## src/rtl/receptor_ps2_if.sv

```systemverilog
// Pin-side and register-side signals of the PS/2 receiver, bundled for port connection.
// master drives the pins and EN; slave is the receiver itself.
interface receptor_ps2_if;
  logic       ps2c;
  logic       DATA_IN;
  logic       EN;
  logic [7:0] DATA_OUT_TEC;
  logic       RX_DONE;
  logic       BREAK;
  logic       ERR;

  modport master (
    output ps2c, DATA_IN, EN,
    input  DATA_OUT_TEC, RX_DONE, BREAK, ERR
  );

  modport slave (
    input  ps2c, DATA_IN, EN,
    output DATA_OUT_TEC, RX_DONE, BREAK, ERR
  );
endinterface

```

## src/rtl/receptor_ps2.sv

```systemverilog
// PS/2 keyboard receiver: synchronizes and debounces the pins, deframes 11-bit frames and
// delivers make/break scan codes, swallowing the 0xF0 and 0xE0 prefixes.
module receptor_ps2 #(
  parameter int unsigned FILTER_LEN = 8,
  parameter int unsigned TIMEOUT    = 200000
) (
  input  logic          CLK,
  input  logic          RST,
  receptor_ps2_if.slave ps2
);

  localparam int unsigned TmoW = $clog2(TIMEOUT + 1);
  localparam logic [TmoW-1:0] TmoLast = TmoW'(TIMEOUT - 1);
  localparam logic [7:0] CodeBreak = 8'hF0;
  localparam logic [7:0] CodeExt   = 8'hE0;

  typedef enum logic [1:0] {StIdle, StData, StParity, StStop} state_e;

  // Pin synchronizers; bit 1 is the synchronized value. Idle bus is high.
  logic [1:0] c_sync_q, d_sync_q;
  logic       c_s, d_s;

  always_ff @(posedge CLK or negedge RST) begin
    if (!RST) begin
      c_sync_q <= 2'b11;
      d_sync_q <= 2'b11;
    end else begin
      c_sync_q <= {c_sync_q[0], ps2.ps2c};
      d_sync_q <= {d_sync_q[0], ps2.DATA_IN};
    end
  end

  assign c_s = c_sync_q[1];
  assign d_s = d_sync_q[1];

  // Debounce: filt only moves once the whole window agrees.
  logic [FILTER_LEN-1:0] filt_sr_q, filt_sr_d;
  logic                  filt_q, filt_d;
  logic                  fall_tick;

  always_comb begin
    filt_sr_d = {filt_sr_q[FILTER_LEN-2:0], c_s};
    filt_d    = filt_q;
    if (&filt_sr_q) begin
      filt_d = 1'b1;
    end else if (filt_sr_q == '0) begin
      filt_d = 1'b0;
    end
    fall_tick = filt_q & ~filt_d;
  end

  always_ff @(posedge CLK or negedge RST) begin
    if (!RST) begin
      filt_sr_q <= '1;
      filt_q    <= 1'b1;
    end else begin
      filt_sr_q <= filt_sr_d;
      filt_q    <= filt_d;
    end
  end

  // Deframing state
  state_e          state_q, state_d;
  logic [2:0]      bit_cnt_q, bit_cnt_d;
  logic [7:0]      shift_q, shift_d;
  logic            par_q, par_d;
  logic            brk_q, brk_d;
  logic [TmoW-1:0] tmo_q, tmo_d;
  logic [7:0]      data_q, data_d;
  logic            rx_done_q, rx_done_d;
  logic            break_q, break_d;
  logic            err_q, err_d;

  always_comb begin
    state_d   = state_q;
    bit_cnt_d = bit_cnt_q;
    shift_d   = shift_q;
    par_d     = par_q;
    brk_d     = brk_q;
    data_d    = data_q;
    rx_done_d = 1'b0;
    break_d   = 1'b0;
    err_d     = 1'b0;
    tmo_d     = (state_q == StIdle || fall_tick) ? '0 : tmo_q + TmoW'(1);

    unique case (state_q)
      StIdle: begin
        // EN gates only the start bit; a frame already under way always completes.
        if (fall_tick && ps2.EN) begin
          if (!d_s) begin
            state_d   = StData;
            bit_cnt_d = 3'd0;
          end else begin
            err_d = 1'b1;
          end
        end
      end
      StData: begin
        if (fall_tick) begin
          shift_d   = {d_s, shift_q[7:1]};
          bit_cnt_d = bit_cnt_q + 3'd1;
          if (bit_cnt_q == 3'd7) begin
            state_d = StParity;
          end
        end
      end
      StParity: begin
        if (fall_tick) begin
          par_d   = d_s;
          state_d = StStop;
        end
      end
      StStop: begin
        if (fall_tick) begin
          state_d = StIdle;
          if (d_s && (^{shift_q, par_q})) begin
            if (shift_q == CodeBreak) begin
              brk_d = 1'b1;
            end else if (shift_q != CodeExt) begin
              data_d    = shift_q;
              rx_done_d = 1'b1;
              break_d   = brk_q;
              brk_d     = 1'b0;
            end
          end else begin
            err_d = 1'b1;
            brk_d = 1'b0;
          end
        end
      end
      default: state_d = StIdle;
    endcase

    // Abandon a partial frame when ps2c stalls.
    if (state_q != StIdle && !fall_tick && tmo_q == TmoLast) begin
      state_d = StIdle;
      err_d   = 1'b1;
      brk_d   = 1'b0;
      tmo_d   = '0;
    end
  end

  always_ff @(posedge CLK or negedge RST) begin
    if (!RST) begin
      state_q   <= StIdle;
      bit_cnt_q <= 3'd0;
      shift_q   <= 8'h00;
      par_q     <= 1'b0;
      brk_q     <= 1'b0;
      tmo_q     <= '0;
      data_q    <= 8'h00;
      rx_done_q <= 1'b0;
      break_q   <= 1'b0;
      err_q     <= 1'b0;
    end else begin
      state_q   <= state_d;
      bit_cnt_q <= bit_cnt_d;
      shift_q   <= shift_d;
      par_q     <= par_d;
      brk_q     <= brk_d;
      tmo_q     <= tmo_d;
      data_q    <= data_d;
      rx_done_q <= rx_done_d;
      break_q   <= break_d;
      err_q     <= err_d;
    end
  end

  assign ps2.DATA_OUT_TEC = data_q;
  assign ps2.RX_DONE      = rx_done_q;
  assign ps2.BREAK        = break_q;
  assign ps2.ERR          = err_q;

endmodule

```

## src/flat_wrapper.sv

```systemverilog
// flat-port wrapper written by rule: the top's interface ports become plain ports
module receptor_ps2_flat 
#(
  parameter int unsigned FILTER_LEN = 8,
  parameter int unsigned TIMEOUT    = 200000
)
  (CLK, RST, ps2_ps2c, ps2_DATA_IN, ps2_EN, ps2_DATA_OUT_TEC, ps2_RX_DONE, ps2_BREAK, ps2_ERR);
  receptor_ps2_if ps2_i ();
  input  logic CLK;
  input  logic RST;
  input wire logic [$bits(ps2_i.ps2c)-1:0] ps2_ps2c;
  input wire logic [$bits(ps2_i.DATA_IN)-1:0] ps2_DATA_IN;
  input wire logic [$bits(ps2_i.EN)-1:0] ps2_EN;
  output wire logic [$bits(ps2_i.DATA_OUT_TEC)-1:0] ps2_DATA_OUT_TEC;
  output wire logic [$bits(ps2_i.RX_DONE)-1:0] ps2_RX_DONE;
  output wire logic [$bits(ps2_i.BREAK)-1:0] ps2_BREAK;
  output wire logic [$bits(ps2_i.ERR)-1:0] ps2_ERR;
  assign ps2_i.ps2c = ps2_ps2c;
  assign ps2_i.DATA_IN = ps2_DATA_IN;
  assign ps2_i.EN = ps2_EN;
  assign ps2_DATA_OUT_TEC = ps2_i.DATA_OUT_TEC;
  assign ps2_RX_DONE = ps2_i.RX_DONE;
  assign ps2_BREAK = ps2_i.BREAK;
  assign ps2_ERR = ps2_i.ERR;
  receptor_ps2 #(.FILTER_LEN(FILTER_LEN), .TIMEOUT(TIMEOUT)) u_core (.CLK(CLK), .RST(RST), .ps2(ps2_i));
endmodule
```

## config.mk

```make
export PLATFORM = sky130hd
export DESIGN_NAME = receptor_ps2_flat
export DESIGN_NICKNAME = d
export VERILOG_FILES = /design/src/rtl/receptor_ps2_if.sv /design/src/rtl/receptor_ps2.sv /design/src/flat_wrapper.sv
export SDC_FILE = /design/constraint.sdc
export NUM_CORES = 1
export LEC_CHECK = 0
export CAP_MARGIN = 10
export CORE_MARGIN = 5
export CORE_UTILIZATION = 30
export DETAILED_ROUTE_END_ITERATION = 7
export PLACE_DENSITY = 0.54
export SLEW_MARGIN = 0
export SYNTH_ARGS = -nofsm -noshare
export SYNTH_HDL_FRONTEND = slang
export SYNTH_SLANG_ARGS = --single-unit
```

## constraint.sdc

```tcl
create_clock -name CLK -period 3.8 [get_ports CLK]
set_clock_uncertainty 0.2 [all_clocks]
set_input_delay 0.57 -clock CLK [delete_from_list [all_inputs] [get_ports CLK]]
set_output_delay 0.57 -clock CLK [all_outputs]
set_load 0.05 [all_outputs]
```

==> results of run 1 <==
==> final cells by class <==
type,instances,area (um^2)
repair buffers,16,153
multi-input cells,136,1050
clock buffers,10,138
inverters,8,30.0
well taps,105,131
clock inverters,6,57.6
flip-flops and latches,57,1440
fillers,828,5260
==> critical path, stage by stage, from the launching register on <==
cell and delay, ps:
dfstp_2 370, or4_4 520, and4bb_1 530, and2_4 220, and4b_1 470, mux2_4 340
==> cell families (layout without fill, tap and decap cells) <==
logic type / count (synthesis) / after routing / synth area share [%]
buf+inv: 14 / 40 / 2.73
flops: 57 / 57 / 56.3
compound gates: 15 / 15 / 4.59
xor+xnor: 22 / 22 / 8.64
simple gates: 75 / 75 / 16.1
fa+ha+maj: 7 / 7 / 3.42
mux: 17 / 17 / 8.30
==> layer usage <==
metal  track usage [%]  share of wire (%)
met1              12.7                 49
met2              14.2                 44
met3              3.69                5.6
met4              4.54                1.6
met5                 0                  0
==> flip-flops by register name, summed over array words and instances, names as in the netlist, 2 cells and up <==
name and cells:
u_core.tmo_q 18, u_core.c_sync_q 2, u_core.d_sync_q 2, u_core.filt_sr_q 8, u_core.state_q 2, u_core.ps2.DATA_OUT_TEC 8
u_core.bit_cnt_q 3, u_core.shift_q 8
==> power breakdown <==
| part | switching [mW] | internal [mW] |
|---|---|---|
| clock | 0.232 | 0.315 |
| sequential | 0.0514 | 0.658 |
| combinational | 0.0588 | 0.0557 |
==> synthesized netlist by cell type (2+ instances only) <==
| library cell | instances | share of area, % |
|---|---|---|
| a22o_1 | 2 | 0.68 |
| and3_1 | 5 | 1.2 |
| and4_1 | 2 | 0.68 |
| buf_2 | 2 | 0.39 |
| buf_4 | 2 | 0.59 |
| dfrtp_1 | 44 | 43 |
| dfstp_2 | 13 | 13 |
| ha_1 | 7 | 3.4 |
| inv_1 | 8 | 1.2 |
| mux2_1 | 5 | 2.2 |
| mux2_2 | 5 | 2.2 |
| mux2_4 | 6 | 3.5 |
| nand2_1 | 8 | 1.2 |
| nand3_1 | 9 | 1.8 |
| nand4_1 | 6 | 1.5 |
| nor2_1 | 22 | 3.2 |
| nor2b_1 | 2 | 0.49 |
| nor3_1 | 8 | 1.6 |
| o21ai_0 | 3 | 0.59 |
| xnor2_1 | 10 | 3.4 |
| xor2_1 | 10 | 3.4 |
==> cell usage in the layout (no fill, tap or decap), types with 2 or more instances in the layout <==
| cell | count |
|---|---|
| nor2_1 | 22 |
| a22o_1 | 2 |
| nand2_1 | 8 |
| nand4_1 | 6 |
| clkbuf_8 | 10 |
| clkinv_2 | 4 |
| mux2_2 | 5 |
| mux2_1 | 5 |
| and3_1 | 5 |
| clkdlybuf4s50_1 | 14 |
| nor3_1 | 8 |
| dfstp_2 | 13 |
| o21ai_0 | 3 |
| ha_1 | 7 |
| mux2_4 | 6 |
| nand3_1 | 9 |
| xnor2_1 | 10 |
| dfrtp_1 | 44 |
| xor2_1 | 10 |
| and4_1 | 2 |
| nor2b_1 | 2 |
| inv_1 | 8 |
==> path summary, 6_finish.rpt <==
check | from | endpoint | slack [ps]
worst min register to register | u_core.c_sync_q[0]$_DFF_PN1_ | u_core.c_sync_q[1]$_DFF_PN1_ | 150
max in group asynchronous | RST | u_core.filt_sr_q[4]$_DFF_PN1_ | 2530
worst max register to register | u_core.filt_sr_q[2]$_DFF_PN1_ | u_core.ps2.DATA_OUT_TEC[7]$_DFFE_PN0P_ | 1040
worst max-delay path | u_core.filt_sr_q[2]$_DFF_PN1_ | u_core.ps2.DATA_OUT_TEC[7]$_DFFE_PN0P_ | 1040
min in group CLK | u_core.c_sync_q[0]$_DFF_PN1_ | u_core.c_sync_q[1]$_DFF_PN1_ | 150
worst min-delay path | RST | u_core.ps2.DATA_OUT_TEC[3]$_DFFE_PN0P_ | 2
==> through the flow <==
step                      power (mW)  hold WS [ps]  instances  cell area, um^2  worst slack [ps]
after floorplan                0.794          74.4        207             2560              1570
after global placement         0.834           146        322             2810              1050
after detailed placement       0.835           147        322             2810              1020
after CTS                       1.39          12.2        338             3000              1010
after global routing            1.45          38.8        338             3000               888
final                           1.37          2.32        338             3000              1040
==> flow_metrics.tcl, run 1 <==
set metrics [dict create \
    setup_viol 0 \
    via_per_inst 4.64 \
    grt_max_degree 36 \
    wl_um 4320 \
    vias 1567 \
    drv_slew 0 \
    cts.repair.resized 0 \
    fin_setup_tns_ps 0 \
    crit_fanout 11 \
    antenna_found_initial 0 \
    dieArea_um2 10500 \
    cts_buffers 9 \
    first_pass_iters 4 \
    seq_area_frac_synth_pct 56.3 \
    drc_errors 0 \
    arrival_ps 2790 \
    final_core_util_pct 36.4 \
    fmax_mhz 362 \
    rows 33 \
    post_cts_buffers 0 \
    tightest_slew_ps 589 \
    p_per_area_nw_per_um2 456 \
    diodes 0 \
    synthArstFlopShare_pct 100 \
    insertion_delay_ps 330 \
    tritoncts "yes" \
    core-area_um2 8260 \
    dr.first_iter.drc_count 34 \
    ir_worst_vdd_mv 0.271 \
    synthDistinctLibCells 49 \
    clock_sinks 57 \
    initial_utilization_pct 31.0 \
    crit_required_ps 3820 \
    clockRootBuffer "clkbuf_8" \
    hp-class "in -> async" \
    reg2regPathDepth 5 \
    cp-start-kind "flip-flop" \
    synth_ff_type "dfrtp_1" \
    grt-ovfl-total 0 \
    synth_edf_count 0 \
    synth_area_um2 2560 \
    dpl.hpwl_um 3030 \
    cp-end-kind "flip-flop" \
    place_congestion 0.797 \
    fp.dieH_um 102 \
    io_buffer_count 15 \
    grt_usage_pct 9.70 \
    cts_hold_buf 0 \
    grt_pass1_wl_um 7750 \
    status "finished, final reports clean" \
    nets 240 \
    synth_nets 219 \
    yosys_warnings 0 \
    syn_inst 207 \
    p_leak_nw 1.37 \
    clk_pin_slew_ps 70 \
    grt_pass1_vias 1568 \
    hold_viol_final 0 \
    max_slew_margin_pct 60.8 \
    ys_ff_latch 57 \
    rsz0062_at_grt "no" \
    wl_per_cell_um 12.8 \
    fin_crit_sh_pct 72.8 \
    crit_type "reg -> reg" \
    areaGrowthSynthToFinish_pct 17.1 \
    cts_buffer_depth 2 \
    drive_above_1_share_pct 21.5 \
    syn_avg_cell_area_um2 12.4 \
    drv_cap 0 \
    antenna_left 0 \
    htreeDepth 3 \
    fin_crit_ps 2760 \
    io_pins 16 \
    chipWidth_um 102 \
]
(Power assumes the default switching activity.)
==> inputs of run 2 (changes only) <==
--- a/config.mk
+++ b/config.mk
@@ -9,7 +9,7 @@
 export CORE_MARGIN = 5
 export CORE_UTILIZATION = 30
 export DETAILED_ROUTE_END_ITERATION = 7
-export PLACE_DENSITY = 0.54
+export PLACE_DENSITY = 0.56
 export SLEW_MARGIN = 0
 export SYNTH_ARGS = -nofsm -noshare
 export SYNTH_HDL_FRONTEND = slang
==> constraint.sdc (replaced) <==
create_clock -name CLK -period 2.3 [get_ports CLK]
set_clock_uncertainty 0.2 [all_clocks]
set_input_delay 0.345 -clock CLK [delete_from_list [all_inputs] [get_ports CLK]]
set_output_delay 0.345 -clock CLK [all_outputs]
set_load 0.05 [all_outputs]
==> run 2 against run 1 <==
  * Register-to-register slack worse by 1000 ps
  * Highest routed layer unchanged
  * Sequential cell count did not move
  * Utilization grew 1.8 points
  * Power increased by 65%
  * Worst hold slack better by 150 ps
  * Combinational power is 93% higher
  * Non-clock buffer count up 15
  * Critical path depth rose by 1
  * Final area increased by 5.0%
  * Count of clock-buffer cells in the layout up 4
  * Routed wire length up 4.6%
==> flow_metrics.tcl, run 2 (synthesis results as in run 1) <==
set metrics [dict create \
    cp_slowest_cell "or4_4" \
    cp-end-kind "flip-flop" \
    io_pins 16 \
    clk_pin_slew_ps 60 \
    crit_required_ps 2310 \
    pwr-share-seq_pct 51.3 \
    grt_max_degree 34 \
    crit_fanout 8 \
    largest_reg_flops 18 \
    drive_above_1_share_pct 25.8 \
    dieArea_um2 10500 \
    nets 255 \
    met3_usage_pct 4.78 \
    p_switching_mw 0.560 \
    fin_crit_sh_pct 99.5 \
    cts_buffers 9 \
    use_met1_pct 12.8 \
    final_cell_mix "44 x dfrtp_1, 22 x nor2_1, 14 x clkdlybuf4s50_1" \
    wl_um 4520 \
    grtUsageMet2_pct 14.5 \
    grt-ovfl-total 0 \
    crit_chain "or4_4 -> and4bb_1 -> and2_4 -> and4b_1 -> buf_12 -> mux2_4" \
    final_core_util_pct 38.2 \
    dp.cells 335 \
    tightest_slew_ps 604 \
    max_slew_margin_pct 59.7 \
    rows 33 \
    p_leak_nw 1.46 \
    clock_sinks 57 \
    fmax_mhz 437 \
    status "finished, final reports clean" \
    final_cell_count_no_fill 353 \
    busiest_layer "met2" \
    chipWidth_um 102 \
    clockRootBuffer "clkbuf_8" \
    tritoncts "yes" \
    place_congestion 0.733 \
    fin_crit_ps 2290 \
    crit_type "reg -> reg" \
    combPwrFrac_pct 9.7 \
    grt_pass1_wl_um 7890 \
    antenna_found_initial 0 \
    pwr-share-clk_pct 39.0 \
    grt_pass1_vias 1661 \
    insertion_delay_ps 330 \
    hold_depth 0 \
    drv_cap 0 \
    ff2ff_setup_slack_ps 10 \
    grt_usage_pct 9.92 \
    rsz0062_at_grt "yes" \
    via_per_inst 4.71 \
    drc_errors 0 \
    diodes 0 \
    top_register "u_core.tmo_q" \
    place_area_um2 2930 \
    areaGrowthSynthToFinish_pct 23.0 \
    final_area_um2 3150 \
    vias 1661 \
    reg2regPathDepth 6 \
    io_buffer_count 15 \
    htreeDepth 3 \
    switching_share_pct 24.7 \
    first_pass_iters 4 \
    dpl.hpwl_um 3160 \
    setup_viol 0 \
    cp-start-kind "flip-flop" \
    hold_viol_final 0 \
    nFillCells 824 \
    hold_ws_ps 157 \
    internal_power_mw 1.70 \
    dr.first_iter.drc_count 73 \
    cts_buffer_depth 2 \
    arrival_ps 2300 \
    fp.dieH_um 102 \
    hp-class "reg -> reg" \
    antenna_left 0 \
    cpPeakStageDelay_ps 520 \
    drv_slew 0 \
    final_common_cell "dfrtp_1" \
    ir_worst_vdd_mv 0.484 \
    initial_utilization_pct 31.0 \
    p_per_area_nw_per_um2 717 \
    core-area_um2 8260 \
    wl_per_cell_um 12.8 \
]
==> run 2: cell types whose count changed in the layout (fill, tap and decap cells not counted), sizes merged <==
cell and change:
bufinv -1, clkinvlp -1, buf +14, dlygate4sd3 +1
clkinv -2, clkbuf +4
==> run 2: repair_timing <==
| action | 4_1_cts | 5_1_grt |
|---|---|---|
| setup endpoints to repair | 6 | 9 |
| pin swaps | 2 | 1 |
| gates resized for setup | 0 | 2 |
| hold buffers | 1 | 0 |
| buffers inserted | 1 | 0 |
| endpoints found under the hold margin | 24 | 0 |
==> run 2: critical path, delay by kind of cell, from the launching register on <==
family / cells / cell delay, ps
DFF: 1 / 370
muxes: 1 / 290
and+or+nand+nor: 4 / 1190
buffers and inverters: 1 / 140
==> run 2: through the flow <==
stage	setup TNS, ps	worst slack, ps	total power, mW
floorplan	0	72.0	1.31
global placement	0	14.0	1.39
detailed placement	-51.0	-11.3	1.40
CTS	-96.5	-21.7	2.31
global route	-335	-60.2	2.41
finish	0	10.8	2.26
==> run 2: layout make-up <==
cell class / count / area (um^2) / share of cell area [%]
Multi-Input combinational cell: 136 / 1060 / 33.7
Inverter: 8 / 30.0 / 0.952
Timing Repair Buffer: 31 / 293 / 9.29
Tap cell: 105 / 131 / 4.17
Sequential cell: 57 / 1440 / 45.8
Clock buffer: 14 / 183 / 5.79
Clock inverter: 2 / 10.0 / 0.317
==> run 2: worst paths after layout <==
| check | startpoint | end |
|---|---|---|
| max | u_core.filt_sr_q[7]$_DFF_PN1_ | u_core.ps2.DATA_OUT_TEC[0]$_DFFE_PN0P_ |
| min | u_core.c_sync_q[1]$_DFF_PN1_ | u_core.filt_sr_q[0]$_DFF_PN1_ |
| max reg2reg | u_core.filt_sr_q[7]$_DFF_PN1_ | u_core.ps2.DATA_OUT_TEC[0]$_DFFE_PN0P_ |
| min reg2reg | u_core.c_sync_q[1]$_DFF_PN1_ | u_core.filt_sr_q[0]$_DFF_PN1_ |
| max in group asynchronous | RST | u_core.filt_sr_q[6]$_DFF_PN1_ |
| min in group asynchronous | RST | u_core.ps2.DATA_OUT_TEC[5]$_DFFE_PN0P_ |
==> run 2: layer usage <==
| metal | part of all wire [%] | vias to the layer above |
|---|---|---|
| li1 | - | 795 |
| met1 | 49 | 824 |
| met2 | 44 | 39 |
| met3 | 5.5 | 3 |
| met4 | 0.77 | 0 |
| met5 | 0 | - |
==> run 2: power by group through the flow <==
stage               registers, mW  clock network (mW)  logic [mW]
floorplan                    1.16                   0       0.147
global placement             1.18                   0       0.216
detailed placement           1.18                   0       0.221
CTS                          1.16               0.925       0.224
global route                 1.18               0.972       0.258
finish                       1.16               0.881       0.220
